### src/rtl/ex_csa_accum_pipe_if.sv
// Operand-beat / result handshake bundle for the carry-save accumulator.
// The master drives operand beats and consumes results; the slave is the accumulator.
interface ex_csa_accum_pipe_if #(
   parameter int WIDTH = 64
);
   logic             inValid;
   logic             inReady;
   logic [WIDTH-1:0] inA;
   logic [WIDTH-1:0] inB;
   logic [WIDTH-1:0] inC;
   logic             inLast;
   logic             outValid;
   logic             outReady;
   logic [WIDTH-1:0] outSum;
   logic [15:0]      outBeats;

   modport master (
      output inValid, inA, inB, inC, inLast, outReady,
      input  inReady, outValid, outSum, outBeats
   );

   modport slave (
      input  inValid, inA, inB, inC, inLast, outReady,
      output inReady, outValid, outSum, outBeats
   );
endinterface

### src/rtl/ex_csa_accum_pipe.sv
// Multi-beat carry-save accumulator: three operands per beat folded into a redundant
// sum/carry pair, resolved at the end by a chunked carry-propagate add.
module ex_csa_accum_pipe #(
   parameter int WIDTH = 64,
   parameter int CHUNK = 16
) (
   input logic               clock,
   input logic               reset,
   ex_csa_accum_pipe_if.slave bus
);
   localparam int NCH = WIDTH / CHUNK;
   localparam int KW  = $clog2(NCH + 1);

   typedef enum logic [1:0] {IDLE, ACCUM, RESOLVE, OUTPUT} state_t;

   state_t           state_q, state_d;
   logic [WIDTH-1:0] accS_q, accS_d;
   logic [WIDTH-1:0] accC_q, accC_d;
   logic [WIDTH-1:0] outSum_q, outSum_d;
   logic [15:0]      beats_q, beats_d;
   logic [15:0]      outBeats_q, outBeats_d;
   logic [KW-1:0]    k_q, k_d;
   logic             cin_q, cin_d;
   logic             outValid_q, outValid_d;

   logic             inReady;
   logic             accept;
   logic [WIDTH-1:0] p, q, s1, c1, s2, c2;
   int               shamt;
   logic [WIDTH-1:0] sShift, cShift, chunkMask, chunkBits;
   logic [CHUNK:0]   chunkSum;

   assign inReady = (state_q == IDLE) || (state_q == ACCUM);
   assign accept  = bus.inValid && inReady;

   // Beat operands go through a 3:2 stage, then a 4:2 stage built from two more 3:2s.
   assign p  = bus.inA ^ bus.inB ^ bus.inC;
   assign q  = ((bus.inA & bus.inB) | (bus.inA & bus.inC) | (bus.inB & bus.inC)) << 1;
   assign s1 = p ^ q ^ accS_q;
   assign c1 = ((p & q) | (p & accS_q) | (q & accS_q)) << 1;
   assign s2 = s1 ^ c1 ^ accC_q;
   assign c2 = ((s1 & c1) | (s1 & accC_q) | (c1 & accC_q)) << 1;

   assign shamt     = int'(k_q) * CHUNK;
   assign sShift    = accS_q >> shamt;
   assign cShift    = accC_q >> shamt;
   assign chunkSum  = {1'b0, sShift[CHUNK-1:0]} + {1'b0, cShift[CHUNK-1:0]}
                    + {{CHUNK{1'b0}}, cin_q};
   assign chunkMask = WIDTH'({CHUNK{1'b1}}) << shamt;
   assign chunkBits = WIDTH'(chunkSum[CHUNK-1:0]) << shamt;

   // k_q == NCH is a settling step after the last chunk, giving the NCH+1 cycle latency.
   always_comb begin
      state_d    = state_q;
      accS_d     = accS_q;
      accC_d     = accC_q;
      outSum_d   = outSum_q;
      beats_d    = beats_q;
      outBeats_d = outBeats_q;
      k_d        = k_q;
      cin_d      = cin_q;
      outValid_d = outValid_q;
      case (state_q)
         IDLE, ACCUM: begin
            if (accept) begin
               accS_d  = s2;
               accC_d  = c2;
               beats_d = (beats_q == 16'hFFFF) ? beats_q : beats_q + 16'd1;
               if (bus.inLast) begin
                  state_d = RESOLVE;
                  k_d     = '0;
                  cin_d   = 1'b0;
               end else begin
                  state_d = ACCUM;
               end
            end
         end
         RESOLVE: begin
            if (k_q == KW'(NCH)) begin
               state_d    = OUTPUT;
               outValid_d = 1'b1;
               outBeats_d = beats_q;
            end else begin
               outSum_d = (outSum_q & ~chunkMask) | chunkBits;
               cin_d    = chunkSum[CHUNK];
               k_d      = k_q + KW'(1);
            end
         end
         OUTPUT: begin
            if (bus.outReady) begin
               state_d    = IDLE;
               outValid_d = 1'b0;
               accS_d     = '0;
               accC_d     = '0;
               beats_d    = '0;
            end
         end
         default: state_d = IDLE;
      endcase
   end

   always_ff @(posedge clock or posedge reset) begin
      if (reset) begin
         state_q    <= IDLE;
         accS_q     <= '0;
         accC_q     <= '0;
         outSum_q   <= '0;
         beats_q    <= '0;
         outBeats_q <= '0;
         k_q        <= '0;
         cin_q      <= 1'b0;
         outValid_q <= 1'b0;
      end else begin
         state_q    <= state_d;
         accS_q     <= accS_d;
         accC_q     <= accC_d;
         outSum_q   <= outSum_d;
         beats_q    <= beats_d;
         outBeats_q <= outBeats_d;
         k_q        <= k_d;
         cin_q      <= cin_d;
         outValid_q <= outValid_d;
      end
   end

   assign bus.inReady  = inReady;
   assign bus.outValid = outValid_q;
   assign bus.outSum   = outSum_q;
   assign bus.outBeats = outBeats_q;
endmodule

### src/flat_wrapper.sv
// flat-port wrapper written by rule: the top's interface ports become plain ports
module ex_csa_accum_pipe_flat 
#(
   parameter int WIDTH = 64,
   parameter int CHUNK = 16
)
  (clock, reset, bus_inValid, bus_inA, bus_inB, bus_inC, bus_inLast, bus_outReady, bus_inReady, bus_outValid, bus_outSum, bus_outBeats);
  ex_csa_accum_pipe_if #(.WIDTH(WIDTH)) bus_i ();
  input logic clock;
  input logic reset;
  input wire logic [$bits(bus_i.inValid)-1:0] bus_inValid;
  input wire logic [$bits(bus_i.inA)-1:0] bus_inA;
  input wire logic [$bits(bus_i.inB)-1:0] bus_inB;
  input wire logic [$bits(bus_i.inC)-1:0] bus_inC;
  input wire logic [$bits(bus_i.inLast)-1:0] bus_inLast;
  input wire logic [$bits(bus_i.outReady)-1:0] bus_outReady;
  output wire logic [$bits(bus_i.inReady)-1:0] bus_inReady;
  output wire logic [$bits(bus_i.outValid)-1:0] bus_outValid;
  output wire logic [$bits(bus_i.outSum)-1:0] bus_outSum;
  output wire logic [$bits(bus_i.outBeats)-1:0] bus_outBeats;
  assign bus_i.inValid = bus_inValid;
  assign bus_i.inA = bus_inA;
  assign bus_i.inB = bus_inB;
  assign bus_i.inC = bus_inC;
  assign bus_i.inLast = bus_inLast;
  assign bus_i.outReady = bus_outReady;
  assign bus_inReady = bus_i.inReady;
  assign bus_outValid = bus_i.outValid;
  assign bus_outSum = bus_i.outSum;
  assign bus_outBeats = bus_i.outBeats;
  ex_csa_accum_pipe #(.WIDTH(WIDTH), .CHUNK(CHUNK)) u_core (.clock(clock), .reset(reset), .bus(bus_i));
endmodule
### config.mk
export PLATFORM = sky130hd
export DESIGN_NAME = ex_csa_accum_pipe_flat
export DESIGN_NICKNAME = d
export VERILOG_FILES = /design/src/rtl/ex_csa_accum_pipe_if.sv /design/src/rtl/ex_csa_accum_pipe.sv /design/src/flat_wrapper.sv
export SDC_FILE = /design/constraint.sdc
export NUM_CORES = 1
export LEC_CHECK = 0
export ABC_AREA = 1
export CORE_MARGIN = 4
export CORE_UTILIZATION = 25
export CTS_BUF_LIST = sky130_fd_sc_hd__clkbuf_16
export CTS_CLUSTER_SIZE = 28
export DETAILED_ROUTE_END_ITERATION = 6
export PLACE_DENSITY = 0.46
export SETUP_SLACK_MARGIN = 0.2
export SLEW_MARGIN = 15
export SYNTH_ARGS = -nofsm -noshare
export SYNTH_HDL_FRONTEND = slang
export SYNTH_SLANG_ARGS = --single-unit
### constraint.sdc
create_clock -name clock -period 8.2 [get_ports clock]
set_clock_uncertainty 0.05 [all_clocks]
set_input_delay 1.64 -clock clock [delete_from_list [all_inputs] [get_ports clock]]
set_output_delay 1.64 -clock clock [all_outputs]
set_load 0.01 [all_outputs]
==> flow_metrics.tcl <==
set metrics [dict create \
    drive_gt1_share_pct 3.67 \
    synthToLayoutAreaGrowth_pct 30.0 \
    drcViolationCount 0 \
    endpoint "u_core.accC_q[29]$_DFFE_PP0P_" \
    setup_tns_ns 0 \
    nNetsFinal 2184 \
    drv_slew 0 \
    grtUsageTotal_pct 15.6 \
    syn_nets 1939 \
    maxCapViolCount 0 \
    clock-sinks 229 \
    antenna_found_initial 0 \
    worst_ep_arrival_time_ns 5.17 \
    setup_violations 0 \
    r2r_end "u_core.bus.outSum[24]$_DFFE_PP0P_" \
    synth_compound_area_share_pct 11.8 \
    holdBufCountCts 0 \
    n_fill_cell 5988 \
    syn_inst 1531 \
    grt_busiest_layer "met2" \
    rows 88 \
    ys_seq_area_share_pct 38.7 \
    h-tree-depth 1 \
    use_met2_pct 25.0 \
    die_h_um 251 \
    synth-seq-cells 229 \
    synthMuxAreaShare_pct 0 \
    portBuffers 278 \
    synth_flop_cell "dfrtp_1" \
    synth_xor_area_share_pct 1.06 \
    grt_pass1_vias 12800 \
    synth_edf_count 0 \
    cts_buffers 29 \
    rr_startpoint "u_core.k_q[0]$_DFFE_PP0P_" \
    clock_tree.root_cell "clkbuf_16" \
    slew_headroom_pct 27.6 \
    leakagePower_nw 8.47 \
    grt-ovfl-total 0 \
    synth_simple_gate_area_share_pct 15.3 \
    cts_tree "done" \
    grt_max_degree 139 \
    hold_viol_final 0 \
    cts_resized 0 \
    period_minus_slack_ns 4.74 \
    viasPerCell 4.50 \
    end_kind "flip-flop" \
    syn_area_per_cell_sq_um 9.68 \
    start_util_pct 25.5 \
    synthAdderAreaFrac_pct 27.3 \
    vdd_drop_max_mv 0.169 \
    dr_total_vias 11500 \
    post-route-period-util_pct 57.8 \
    synth_area_sq_um 14800 \
    grt_pass1_wl_um 77100 \
    core_sq_um 58100 \
    cts_setup_buffers 0 \
    instances_no_fill 2563 \
    cp.required_ns 8.63 \
    drt-total-wl_um 48800 \
    clk_path_buf_depth 3 \
    synth_warnings 0 \
    antenna_left 0 \
    worst_slew_pin_slew_ns 1.09 \
    dr.first_iter.drc_count 750 \
    dr.pass1.iters 5 \
    wl_per_cell_um 19.0 \
    hold_path_class "reg2reg" \
    cp-startpoint "bus_outReady" \
    status "completed" \
    synth_async_sr_flop_share_pct 100 \
    grt_setup_unrepaired "false" \
    timing.fmax_ghz 0.211 \
    synth_top_family_by_area "adder cells" \
    hpwl_um 37500 \
    worst-r2r-cell-count 13 \
    path_class "in2reg" \
    power_mw 7.36 \
    place_inst 2510 \
    cellPowerDensity_nw_per_um2 382 \
    final_common_cell "nand2_1" \
    antennaDiodeCount 0 \
    synth_cell_types 32 \
    ioPinCount 279 \
    r2r_slack_ns 3.85 \
    final_cell_mix "416 x nand2_1, 278 x clkdlybuf4s50_1, 227 x dfrtp_1" \
    grt_util_met1_pct 22.2 \
    worstSetupStartpointType "input pin" \
    clk_latency_ns 0.57 \
    fp.dieW_um 251 \
    path_clk_slew_ns 0.06 \
    gp_congestion 0.869 \
    path_max_fanout 82 \
    gr-usage-met3_pct 2.02 \
    dieArea_sq_um 63200 \
]
## sequential cells by signal, summed over array words and instances, names as in the netlist
name,cells
u_core.k_q,3
u_core.bus.outSum,64
u_core.cin_q,1
u_core.beats_q,16
u_core.bus.outValid,1
u_core.state_q,2
u_core.bus.outBeats,16
u_core.accS_q,64
u_core.accC_q,62
## cell families after synthesis
kind of cell               after synthesis
and+or+nand+nor                        556
xor gates and xnor gates                18
AOI/OAI and AO/OA                      303
DFF                                    229
buffers and inverters                  214
adders and majority gates              211
## worst min path at each step
stage | from | end | cells after the start
2_1_floorplan | u_core.beats_q[15]$_DFFE_PP0P_ | u_core.beats_q[15]$_DFFE_PP0P_ | 2
3_3_place_gp | u_core.bus.outSum[30]$_DFFE_PP0P_ | u_core.bus.outSum[30]$_DFFE_PP0P_ | 2
3_5_place_dp | u_core.bus.outSum[59]$_DFFE_PP0P_ | u_core.bus.outSum[59]$_DFFE_PP0P_ | 2
4_1_cts | u_core.bus.outSum[59]$_DFFE_PP0P_ | u_core.bus.outSum[59]$_DFFE_PP0P_ | 2
5_1_grt | u_core.bus.outSum[62]$_DFFE_PP0P_ | u_core.bus.outSum[62]$_DFFE_PP0P_ | 2
6_report | u_core.bus.outSum[59]$_DFFE_PP0P_ | u_core.bus.outSum[59]$_DFFE_PP0P_ | 2
## stage by stage
step           util (%)  setup WS, ns  instance area (sq um)  hold slack [ns]
5_1_grt            33.1          3.18                  19300            0.451
4_1_cts            33.1          3.46                  19300            0.434
2_1_floorplan         -         0.234                  14800            0.431
6_report           33.1          3.46                  19300            0.432
3_3_place_gp       31.5          2.89                  18300            0.418
3_5_place_dp       31.5          2.85                  18300            0.418
## routing by layer
metal	up-vias	wire length [um]
met5	-	0
met4	0	1440
met3	64	2380
met2	291	22600
met1	5724	22400
li1	5457	-
## Yosys cell counts, types with 16 or more instances
cell | n | area (sq um)
nand2_1 | 416 | 1560
fa_1 | 188 | 3760
a22o_1 | 42 | 368
a21oi_1 | 73 | 365
o21ai_0 | 120 | 601
inv_1 | 130 | 488
buf_2 | 19 | 95.1
o21ai_1 | 37 | 185
o211ai_1 | 29 | 218
ha_1 | 23 | 288
clkbuf_1 | 41 | 154
dfrtp_1 | 229 | 5730
nand3_1 | 71 | 355
nand4_1 | 16 | 100
nor2_1 | 32 | 120
## worst max-delay path, stage by stage
cell             delay (ns)
clkdlybuf4s50_1        0.45
inv_1                  0.05
nor2_2                 0.16
o21ai_4                0.06
buf_4                  0.34
inv_2                  0.11
buf_4                  0.53
nand2_1                0.19
inv_4                  0.65
buf_4                  0.59
nand2_1                0.12
o21ai_0                0.09
## final cells by class
cell class                      count  area, sq um  area share [%]
Tap cell                          765          957            4.97
Sequential cell                   229         5740            29.8
Clock inverter                     24          210            1.09
Multi-Input combinational cell   1088         8240            42.8
Timing Repair Buffer              285         2850            14.8
Inverter                          143          547            2.84
Clock buffer                       29          726            3.77
## report_power, final
part           internal, mW  switching [mW]
sequential             1.59           0.489
combinational          1.57            2.43
clock                 0.762           0.522
(Power assumes the default switching activity.)
